==> src/rtl/onehot_scan_decoder.sv <==
// onehot_scan_decoder: registered binary-to-one-hot decoder with range check and self-timed scan.
module onehot_scan_decoder #(
  parameter int SEL_W    = 4,
  parameter int OUTS     = 11,
  parameter int PRESCALE = 4
) (
  input  logic             clk,
  input  logic             rst_n,
  input  logic             en,
  input  logic             mode,
  input  logic             load,
  input  logic [SEL_W-1:0] sel_in,
  output logic [OUTS-1:0]  dout,
  output logic [SEL_W-1:0] idx,
  output logic             err,
  output logic             wrap
);
  localparam int PW = PRESCALE > 1 ? $clog2(PRESCALE) : 1;
  typedef enum logic [1:0] {IDLE, DIRECT, SCAN} state_t;
  state_t state_q, state_d;
  logic [OUTS-1:0] dout_q, dout_d;
  logic [SEL_W-1:0] idx_q, idx_d;
  logic [PW-1:0] pre_q, pre_d;
  logic err_q, err_d, wrap_q, wrap_d;
  logic last, top, in_rng;
  assign last   = pre_q == PW'(PRESCALE - 1);
  assign top    = idx_q == SEL_W'(OUTS - 1);
  assign in_rng = 32'(sel_in) < OUTS;
  always_comb begin
    state_d = state_q;
    dout_d  = dout_q;
    idx_d   = idx_q;
    err_d   = err_q;
    pre_d   = pre_q;
    wrap_d  = 1'b0;
    if (en) begin
      if (mode && state_q != SCAN) begin
        state_d = SCAN;
        dout_d  = OUTS'(1);
        idx_d   = '0;
        err_d   = 1'b0;
        pre_d   = '0;
      end else if (mode) begin
        pre_d = last ? '0 : pre_q + 1'b1;
        if (last) begin
          idx_d  = top ? '0 : idx_q + 1'b1;
          dout_d = top ? OUTS'(1) : dout_q << 1;
          wrap_d = top;
        end
      end else begin
        if (state_q == SCAN) begin
          state_d = DIRECT;
          pre_d   = '0;
        end
        if (load) begin
          state_d = DIRECT;
          idx_d   = sel_in;
          dout_d  = in_rng ? OUTS'(1) << sel_in : '0;
          err_d   = !in_rng;
        end
      end
    end
  end
  always_ff @(posedge clk or negedge rst_n) begin
    if (!rst_n) begin
      state_q <= IDLE;
      dout_q  <= '0;
      idx_q   <= '0;
      err_q   <= 1'b0;
      wrap_q  <= 1'b0;
      pre_q   <= '0;
    end else begin
      state_q <= state_d;
      dout_q  <= dout_d;
      idx_q   <= idx_d;
      err_q   <= err_d;
      wrap_q  <= wrap_d;
      pre_q   <= pre_d;
    end
  end
  assign dout = dout_q;
  assign idx  = idx_q;
  assign err  = err_q;
  assign wrap = wrap_q;
endmodule
==> config.mk <==
export PLATFORM = sky130hd
export DESIGN_NAME = onehot_scan_decoder
export DESIGN_NICKNAME = d
export VERILOG_FILES = /design/src/rtl/onehot_scan_decoder.sv
export SDC_FILE = /design/constraint.sdc
export NUM_CORES = 1
export LEC_CHECK = 0
export ABC_CLOCK_PERIOD_IN_PS = 1600
export BUFFER_PORTS_ARGS = -buffer_cell sky130_fd_sc_hd__buf_2
export CAP_MARGIN = 15
export CORE_MARGIN = 2
export CORE_UTILIZATION = 45
export CTS_BUF_LIST = sky130_fd_sc_hd__clkbuf_8
export DETAILED_ROUTE_END_ITERATION = 8
export PLACE_DENSITY = 0.68
export SYNTH_ARGS = -nofsm -noshare
export SYNTH_HDL_FRONTEND = slang
export SYNTH_SLANG_ARGS = --single-unit
==> constraint.sdc <==
create_clock -name clk -period 1.6 [get_ports clk]
set_input_delay 0.08 -clock clk [delete_from_list [all_inputs] [get_ports clk]]
set_output_delay 0.08 -clock clk [all_outputs]
set_load 0.05 [all_outputs]
== Word-level counts from Yosys, hierarchy flattened ==
Cells that the tools add are included.
Storage, ports and cells
  flip-flop bits (word level): 21
  input port bits: 9
  output and inout bits: 17
Cells by class
  add/sub/neg operators: 2
  reduce and logical (&&, ||, !) cells: 10
  mux-type cells: 26
  equality and inequality tests: 6
  $lt $le $gt $ge: 1
  shifts and indexed selects: 1
Operators by type and width (number)
  $mux 11: 6
  $mux 4: 5
  $mux 2: 8
  $shl 1x4->11 const A: 1
  $reduce_and 3->1: 3
  $reduce_bool 3->1: 3
  $mux 1: 7
  $add 4x1->4 const B: 1
  $eq 2x2->1 const B: 2
  $eq 4x4->1 const B: 1
  $lt 4x4->1 const B: 1
  $ne 3x1->1 const B: 1
  $add 2x1->2 const B: 1
  $ne 2x1->1 const B: 1
  $ne 2x2->1 const B: 1
  $reduce_and 2->1: 1
  $reduce_bool 2->1: 1
  $logic_and 1x1->1: 1
  $logic_not 1->1: 1

== Logic depth before layout (Yosys ltp) ==
Gate-level depths: netlist (run 1).
  depth after elaboration: 5
  depth in mapped cells: 6
  gate-level depth less buffers: 5

== Worst setup path before layout (run 1) ==
Ideal clock, no wire load.
  path type: register -> register
  from: reg idx_q[0], in the netlist idx[0]
  to: reg dout_q[8], in the netlist dout[8]
  required time: 1476 ps
  cell stages (with the launch flop): 7
  library setup time: 124 ps
  period minus slack after synthesis: 1611 ps
  path buffers: 2
  slack: -11 ps
  data arrival time: 1487 ps
  cells stage by stage: dfrtp_1 buf_6 nand4bb_4 nor2b_4 buf_6 a22oi_1 a21oi_1
Between the ends
  word-level cells in the longest chain between the ends: 5
Ends and longest elaborated chain
  start: declaration: RTL line 22  | logic [SEL_W-1:0] idx_q, idx_d;
  start signal: assignment: RTL line 75  | idx_q <= idx_d;
  $eq 4x4->1: RTL line 27  | assign top = idx_q == SEL_W'(OUTS - 1);
  $mux 11: RTL line 47  | dout_d = top ? OUTS'(1) : dout_q << 1;
  $mux 11: RTL line 45  | if (last) begin
  $mux 11: RTL line 43  | end else if (mode) begin
  $mux 11: RTL line 37  | if (mode && state_q != SCAN) begin
  end signal: assignment: RTL line 74  | dout_q <= dout_d;
  end: declaration: RTL line 21  | logic [OUTS-1:0] dout_q, dout_d;
No other way between the ends. The select of a mux whose other input is x is not followed.
A chain may end at the register's enable or synchronous reset.

== Final worst setup path (run 1) ==
  from: reg state_q[0]
  to: reg dout_q[4], in the netlist dout[4]
Between the ends
  word-level cells in the longest chain between the ends: 4
  elaborated cells on any way between the ends: 6
  classes of those cells: eq/ne (2); mux (1); reduce/logical (3)
Ends and longest elaborated chain
  start: declaration: RTL line 20  | state_t state_q, state_d;
  start signal: assignment: RTL line 73  | state_q <= state_d;
  $ne 2x2->1 *: RTL line 37
  $logic_and 1x1->1 *: RTL line 37
  $ne 3x1->1 (no line) or $reduce_bool 3->1 (tied branches)
  $reduce_and 3->1 (no line)
Every way passes the cells marked *; elsewhere a longest branch is shown, timed or not.

==> metrics.cfg, run 1 <==
[grt]
grt_pass1_vias = 993
grt_pass1_wl_mm = 4.40
grt_max_degree = 29
antenna_found_initial = 0
grt-ovfl-total = 0
grtUsageTotal = 0.172

[logic_synthesis]
syn_inst = 125
synthArstFlopShare = 1.00
ys_seq_area_frac = 0.444
ys_warn_count = 0
synthFlopType = dfrtp_1
synth_top_cell_by_area = dfrtp_1
yosys.area.top_type_share = 0.444
yosys.cell_types.count = 33
synth_area_leaders = dfrtp_1, a21oi_1, nor2_1
synth_fp_nets = 135
synth.avg_cell_area_um2 = 9.46
synth_seq_cells = 21
syn_area_mm2 = 0.00118
synth-edff-count = 0

[floorplan]
initial_core_util = 0.477
core_area_mm2 = 0.00248
ios = 26
dieArea_mm2 = 0.00305
row_count = 18
die_w_um = 55.3
die_y_um = 55.3

[final_layout]
final_cell_mix = buf_2, dfrtp_1, nor2_1
final_common_cell = buf_2
regArea_um2 = 527
fillers = 249
areaGrowthSynthToFinish_pct = 14.8
antenna_cells = 0
drive_above_1_share = 0.248
multi_input_area_um2 = 568
fin_nets = 160

[worst_setup_path]
required_ns = 1.78
path_buf_inv = 0
cp-end-kind = flop
startpoint_type = flop
critPathKind = flop to flop
crit_chain = nand3b_1 -> nor2b_4 -> a22oi_1 -> a21oi_1
cp.arrival_ns = 1.61
slowest_delay_ns = 0.42
critPathMaxFanout = 10
cp_top_family = simple AND/OR/NAND/NOR gates
slowest_stage = dfrtp_1

[timing]
worstMarginPinSlew_ns = 0.472
hold_viol = 0
slew_headroom = 0.683
tns_ns = 0
setup_viol = 0
skew_ns = 0.00182
drv_slew = 0
holdWs_ns = 0.128
rsz0062_at_grt = false
timing.fmax_mhz = 698
finalCritPeriodShare = 0.895
setup_ws_ns = 0.168
min_period_ns = 1.43

[cts]
root_buffer = clkbuf_8
cts_buffer_depth = 2
post_cts_buffers = 0
cts_sinks = 21
htreeDepth = 1
cts_tree = yes
insertion_delay_ns = 0.25
clk_pin_slew_ns = 0.07
cts-buffers-inserted = 3

[placement]
place_congestion = 0.847
post-place-ws_ns = 0.159
portBuffers = 25
hpwlAfterDp_mm = 1.76

[route]
first_pass_iters = 4
drt-initial-drc-count = 21
drc = 0
drt-wirelength-per-cell_um = 13.3
routed_wl_mm = 2.37
vias = 996
ant_nets = 0
viasPerCell = 5.56

[flow_run]
drv_cap = 0

[power]
p_leak_nw = 0.605
ir_drop_mv = 0.586
power.density_mw_per_mm2 = 1170

[min_path]
hp-class = primary input to flop

[status]
outcome = completed

[synth_stat cells (3+ instances only)]
library cell   n
nand2_1       11
nand3_1        4
a22oi_1        6
buf_6          4
a21oi_1       14
inv_1          5
dfrtp_1       21
a31oi_1        3
a32oi_1        4
o21ai_0        6
nor2_1        16
nor2b_1        4
[cells by family (layout without fill, tap and decap cells)]
kind of cell	after synthesis	in the layout	share of synthesized area
and+or+nand+nor	47	47	0.223
AOI/OAI and AO/OA	41	41	0.239
DFF	21	21	0.444
buffers and inverters	14	38	0.0751
adders and majority gates	1	1	0.0106
xor gates and xnor gates	1	1	0.00741
[stage by stage]
step | instance area [µm²] | instances | power [mW] | util
after CTS | 1350 | 179 | 1.60 | 0.546
after global placement | 1300 | 174 | 1.27 | 0.524
after floorplan | 1180 | 125 | 1.14 | -
final | 1360 | 179 | 1.59 | 0.548
after detailed placement | 1300 | 174 | 1.27 | 0.524
after global routing | 1360 | 179 | 1.70 | 0.548
[registers in the layout, summed over array words and instances, names as in the netlist]
| signal | cells |
|---|---|
| dout | 11 |
| pre_q | 2 |
| err | 1 |
| wrap | 1 |
| state_q | 2 |
| idx | 4 |
[area by class of cell]
cell class | instances | area share
clock buffer | 3 | 0.0304
clock inverter | 1 | 0.00276
inverter | 5 | 0.0138
multi-input combinational | 90 | 0.418
sequential | 21 | 0.388
tap | 30 | 0.0276
timing repair buffer | 29 | 0.119
[where the power goes]
group / leakage [nW] / internal (mW) / switching [mW]
Clock: 0.0269 / 0.170 / 0.160
Sequential: 0.258 / 0.610 / 0.0798
Combinational: 0.320 / 0.164 / 0.409
[repair_timing]
item,in CTS,in global routing
hold endpoints to repair,21,0
endpoints found under the setup margin,0,1
resized for setup,0,1
hold buffers,1,0
[worst paths after layout]
kind	cells past startpoint	start	slack (ns)	endpoint
hold reg to reg	1	pre_q[0]	0.51	pre_q[0]
setup reg to reg	4	state_q[0]	0.17	dout[4]
hold / removal	2	mode	0.13	state_q[0]
setup / recovery	4	state_q[0]	0.17	dout[4]
max in group asynchronous	2	rst_n	0.95	idx[0]
min in group asynchronous	2	rst_n	0.31	pre_q[0]
[metal layers]
layer  part of all wire  vias up  global-route usage
li1                   -      506                   -
met1               0.51      468               0.252
met2               0.45       20               0.270
met3              0.036        2              0.0258
met4             0.0042        0              0.0383
met5                  0        -                   0
Power figures use the tool's default switching activity.
==> run 2, diff against run 1 <==
Settings changed: SETUP_SLACK_MARGIN from default to 0.3.
==> run 2 against run 1 <==
- clock skew rose by 0.0020 ns
- sequential cell count did not move
- combinational power rose by 11%
- count of clock-buffer cells in the layout did not move
- power rose by 4.7%
- critical path type unchanged
- largest cell class unchanged
==> metrics.cfg, run 2 (synthesized netlist as in run 1, its figures left out) <==
[status]
outcome = completed

[timing]
tns_ns = 0
finalCritPeriodShare = 0.873
hold_viol = 0
drv_slew = 0
min_period_ns = 1.40
skew_ns = 0.00382
slew_headroom = 0.683
rsz0062_at_grt = true
setup_viol = 0
worstMarginPinSlew_ns = 0.475
timing.fmax_mhz = 716

[grt]
grt_max_degree = 27
antenna_found_initial = 0
grt_pass1_vias = 1013
grt_pass1_wl_mm = 4.89
grtUsageTotal = 0.197
grt-ovfl-total = 0

[worst_setup_path]
required_ns = 1.74
critPathKind = flop to flop
critPathMaxFanout = 7
cp.arrival_ns = 1.54
startpoint_type = flop
cp-end-kind = flop

[route]
first_pass_iters = 4
ant_nets = 0
drt-wirelength-per-cell_um = 15.3
routed_wl_mm = 2.86
viasPerCell = 5.58
drc = 0
vias = 1044
drt-initial-drc-count = 20

[final_layout]
largest_reg_flops = 11
drive_above_1_share = 0.350
antenna_cells = 0
final_cell_mix = buf_2, dfrtp_1, nor2_1
fin_area_mm2 = 0.00147
final_common_cell = buf_2
fillers = 227
areaGrowthSynthToFinish_pct = 24.0
fin_nets = 168
utilization = 0.592

[cts]
cts_buffer_depth = 2
clk_pin_slew_ns = 0.07
root_buffer = clkbuf_8
htreeDepth = 1
insertion_delay_ns = 0.26
cts_tree = yes
cts-buffers-inserted = 3
cts_sinks = 21

[power]
ir_drop_mv = 0.723
clkPwrFrac = 0.203
sw_frac_of_total = 0.411
p_leak_nw = 0.650
power.density_mw_per_mm2 = 1140
p_int_uw = 983
p_switching_uw = 687
power_frac_seq = 0.414
p_comb_frac = 0.383

[floorplan]
die_w_um = 55.3
ios = 26
core_area_mm2 = 0.00248
initial_core_util = 0.477
dieArea_mm2 = 0.00305
row_count = 18
die_y_um = 55.3

[placement]
place_congestion = 0.865
place_area_mm2 = 0.00133
hpwlAfterDp_mm = 2.01
portBuffers = 25

[min_path]
hp-class = primary input to flop

[flow_run]
drv_cap = 0

==> run 2: cell types whose count changed in the layout (fill, tap and decap cells not counted), sizes merged <==
cell / before / now
buf: 28 / 35
nor2b: 6 / 7
==> run 2: worst max-delay path: stages (launching register included) <==
cell and delay (ns):
dfrtp_1 0.41, nor2b_4 0.17, a31oi_4 0.27, o31ai_1 0.11, a221o_1 0.32
==> run 2: path summary, 6_finish.rpt <==
| check | start | to | slack [ns] | depth (start not counted) |
|---|---|---|---|---|
| max | state_q[1] | idx[1] | 0.20 | 4 |
| min | en | wrap | 0.15 | 3 |
| max reg2reg | state_q[1] | idx[1] | 0.20 | 4 |
| min reg2reg | err | err | 0.52 | 2 |
| max in group asynchronous | rst_n | idx[3] | 0.94 | 2 |
| min in group asynchronous | rst_n | dout[3] | 0.31 | 2 |
==> run 2: routing by layer <==
metal	global-route usage	up-vias	routed length, µm
met5	0	-	0
met4	0.0767	0	31
met3	0.0258	4	116
met2	0.325	29	1450
met1	0.261	495	1270
li1	-	516	-
==> run 2: timing repair <==
item,in CTS,in global routing
gates resized for setup,6,1
setup buffers,4,2
cloned,1,0
endpoints found under the hold margin,21,0
hold buffers,1,0
endpoints found under the setup margin,14,14
pin swaps,3,3
==> run 2: final cells by class <==
class	count	area, µm²	share of cell area
repair buffers	36	226	0.154
clock buffers	3	41.3	0.0282
well taps	30	37.5	0.0256
multi-input cells	91	608	0.415
inverters	5	18.8	0.0128
flip-flops and latches	21	531	0.362
clock inverters	1	3.75	0.00256
==> run 2: power by group through the flow <==
stage               combinational, mW  sequential (mW)  clock (mW)
finish                          0.639            0.691       0.339
global route                    0.686            0.702       0.370
CTS                             0.630            0.691       0.347
detailed placement              0.578            0.715           0
global placement                0.568            0.706           0
floorplan                       0.222            0.933           0
==> run 2: metrics by stage <==
step	worst slack (ns)	hold slack, ns	power, mW	instances
2_1_floorplan	0.123	-0.216	1.16	125
3_3_place_gp	0.188	0.0571	1.27	175
3_5_place_dp	0.118	0.0690	1.29	175
4_1_cts	0.210	0.138	1.67	185
5_1_grt	0.159	0.147	1.76	187
6_report	0.203	0.147	1.67	187
==> run 3, diff against run 2 <==
Settings changed: ABC_AREA from default to 1.
==> run 3 against run 2 <==
- non-clock buffer count down 5
- global-route usage down 0.091 points
- count of clock-buffer cells in the layout unchanged
- hold slack gained 0.015 ns
- clock skew shrank 0.0013 ns
- first-iteration DRC count increased to 3.6 times the previous value
- critical path type unchanged
- critical endpoint is now dout[8]
- largest cell class unchanged
==> metrics.cfg, run 3 <==
[power]
ir_drop_mv = 0.588
power.density_mw_per_mm2 = 936
p_leak_nw = 0.873

[logic_synthesis]
syn_area_mm2 = 0.00127
synth_commonest_cells = nand2_1, nand3_1, dfrtp_1
ys_warn_count = 0
synth.avg_cell_area_um2 = 7.20
synth_top_cell_by_area = dfrtp_1
synth_area_leaders = dfrtp_1, nand2_1, nand3_1
synth.most_common_cell = nand2_1
syn_inst = 177
synth_seq_cells = 21
ys_seq_area_frac = 0.413
yosys.area.top_type_share = 0.413
synth-edff-count = 0
synth_fp_nets = 187
synthArstFlopShare = 1.00
yosys.cell_types.count = 20
synthFlopType = dfrtp_1

[placement]
place_congestion = 0.831
portBuffers = 25
hpwlAfterDp_mm = 2.03
post-place-ws_ns = 0.283
place_area_mm2 = 0.00140

[timing]
drv_slew = 0
setup_ws_ns = 0.348
min_period_ns = 1.25
tns_ns = 0
hold_viol = 0
worstMarginPinSlew_ns = 0.500
setup_viol = 0
timing.fmax_mhz = 799
rsz0062_at_grt = true
slew_headroom = 0.667
finalCritPeriodShare = 0.782
skew_ns = 0.00254

[worst_setup_path]
path_buf_inv = 0
required_ns = 1.76
cp-end-kind = flop
critPathMaxFanout = 6
slowest_stage = dfrtp_2
cp.arrival_ns = 1.41
critPathKind = flop to flop
crit_chain = nor2_2 -> nand2_1 -> nand3_1 -> nand2_1 -> nand2_1 -> nand2_1
slowest_delay_ns = 0.45
cp_top_family = simple AND/OR/NAND/NOR gates
cpMostUsedCell = nand2_1
startpoint_type = flop

[cts]
clk_pin_slew_ns = 0.08
cts_buffer_depth = 2
cts_sinks = 21
cts-buffers-inserted = 3
cts_tree = yes
htreeDepth = 1
root_buffer = clkbuf_8
insertion_delay_ns = 0.26

[final_layout]
antenna_cells = 0
fillers = 260
areaGrowthSynthToFinish_pct = 19.4
utilization = 0.556
largest_reg_flops = 11
final_cell_mix = nand2_1, nand3_1, buf_2
drive_above_1_share = 0.233
fin_area_mm2 = 0.00152
final_common_cell = nand2_1
fin_nets = 217

[route]
routed_wl_mm = 3.11
drt-initial-drc-count = 71
drc = 0
drt-wirelength-per-cell_um = 13.1
first_pass_iters = 4
viasPerCell = 5.39
vias = 1278
ant_nets = 0

[floorplan]
ios = 26
dieArea_mm2 = 0.00327
core_area_mm2 = 0.00273
die_w_um = 57.2
initial_core_util = 0.466
row_count = 19
die_y_um = 57.2

[grt]
grtUsageTotal = 0.196
antenna_found_initial = 0
grt_max_degree = 22
grt.met2_usage = 0.314
grt_pass1_vias = 1092
top_usage_layer = met2
grt_util_met1 = 0.276
grt-ovfl-total = 0
grt_pass1_wl_mm = 5.06
use_met3 = 0.0272

[status]
outcome = completed

[min_path]
hp-class = primary input to flop

[flow_run]
drv_cap = 0

==> run 3: cell count changes in the layout (fill, tap and decap cells not counted), sizes merged, moves of 4 or more <==
cell	before	now
a21oi	14	2
inv	6	17
buf	35	30
a32oi	4	0
nand2	11	61
nor2b	7	0
a22oi	6	0
nand3	4	45
a31oi	4	0
==> run 3: per-layer routing <==
metal,part of all wire,wire length [µm],up-vias
li1,-,-,635
met1,0.46,1420,593
met2,0.48,1500,45
met3,0.050,157,5
met4,0.012,36,0
met5,0,0,-
==> run 3: through the flow <==
| stage | total power, mW | std cells | hold slack (ns) |
|---|---|---|---|
| after floorplan | 0.953 | 177 | -0.216 |
| after global placement | 1.05 | 226 | 0.0674 |
| after detailed placement | 1.05 | 226 | 0.0708 |
| after CTS | 1.41 | 231 | 0.169 |
| after global routing | 1.50 | 237 | 0.189 |
| final | 1.42 | 237 | 0.163 |
==> run 3: final timing paths <==
check / to / depth (start not counted) / startpoint / slack [ns]
max: dout[8] / 6 / idx[2] / 0.35
min: err / 3 / sel_in[3] / 0.16
max reg2reg: dout[8] / 6 / idx[2] / 0.35
min reg2reg: err / 2 / err / 0.49
max in group asynchronous: idx[3] / 2 / rst_n / 0.93
min in group asynchronous: dout[3] / 2 / rst_n / 0.31
==> run 3: final cells by class <==
cell class / instances / area (µm²) / share of cell area
repair buffers: 31 / 185 / 0.122
clock buffers: 3 / 41.3 / 0.0272
flip-flops and latches: 21 / 531 / 0.349
inverters: 17 / 68.8 / 0.0453
well taps: 31 / 38.8 / 0.0255
multi-input cells: 133 / 651 / 0.428
clock inverters: 1 / 5.00 / 0.00329
==> run 3: report_power, final <==
| group | leakage, nW | internal [mW] | total (mW) | switching [mW] |
|---|---|---|---|---|
| Clock | 0.0255 | 0.174 | 0.351 | 0.177 |
| Sequential | 0.275 | 0.585 | 0.639 | 0.0533 |
| Combinational | 0.572 | 0.116 | 0.433 | 0.317 |
| Total | 0.873 | 0.875 | 1.42 | 0.547 |
==> run 3: cell families after synthesis <==
family / count (synthesis) / share of synthesized area
AND/OR/NAND/NOR: 121 / 0.449
buffers and inverters: 24 / 0.0855
flip-flops: 21 / 0.413
AO/OA/AOI/OAI: 10 / 0.0432
adder cells (fa/ha/maj): 1 / 0.00982
==> run 3: timing repair <==
action | in CTS | in global routing
gates resized for setup | 1 | 3
pin swaps | 0 | 3
hold buffers | 1 | 0
cloned | 0 | 1
endpoints found under the hold margin | 21 | 0
setup buffers | 0 | 5
endpoints found under the setup margin | 4 | 15
==> run 3: worst reg2reg max path, stage by stage (launching register included) <==
cell and delay [ns]:
dfrtp_2 0.45, nor2_2 0.22, nand2_1 0.20, nand3_1 0.12, nand2_1 0.06, nand2_1 0.05, nand2_1 0.04
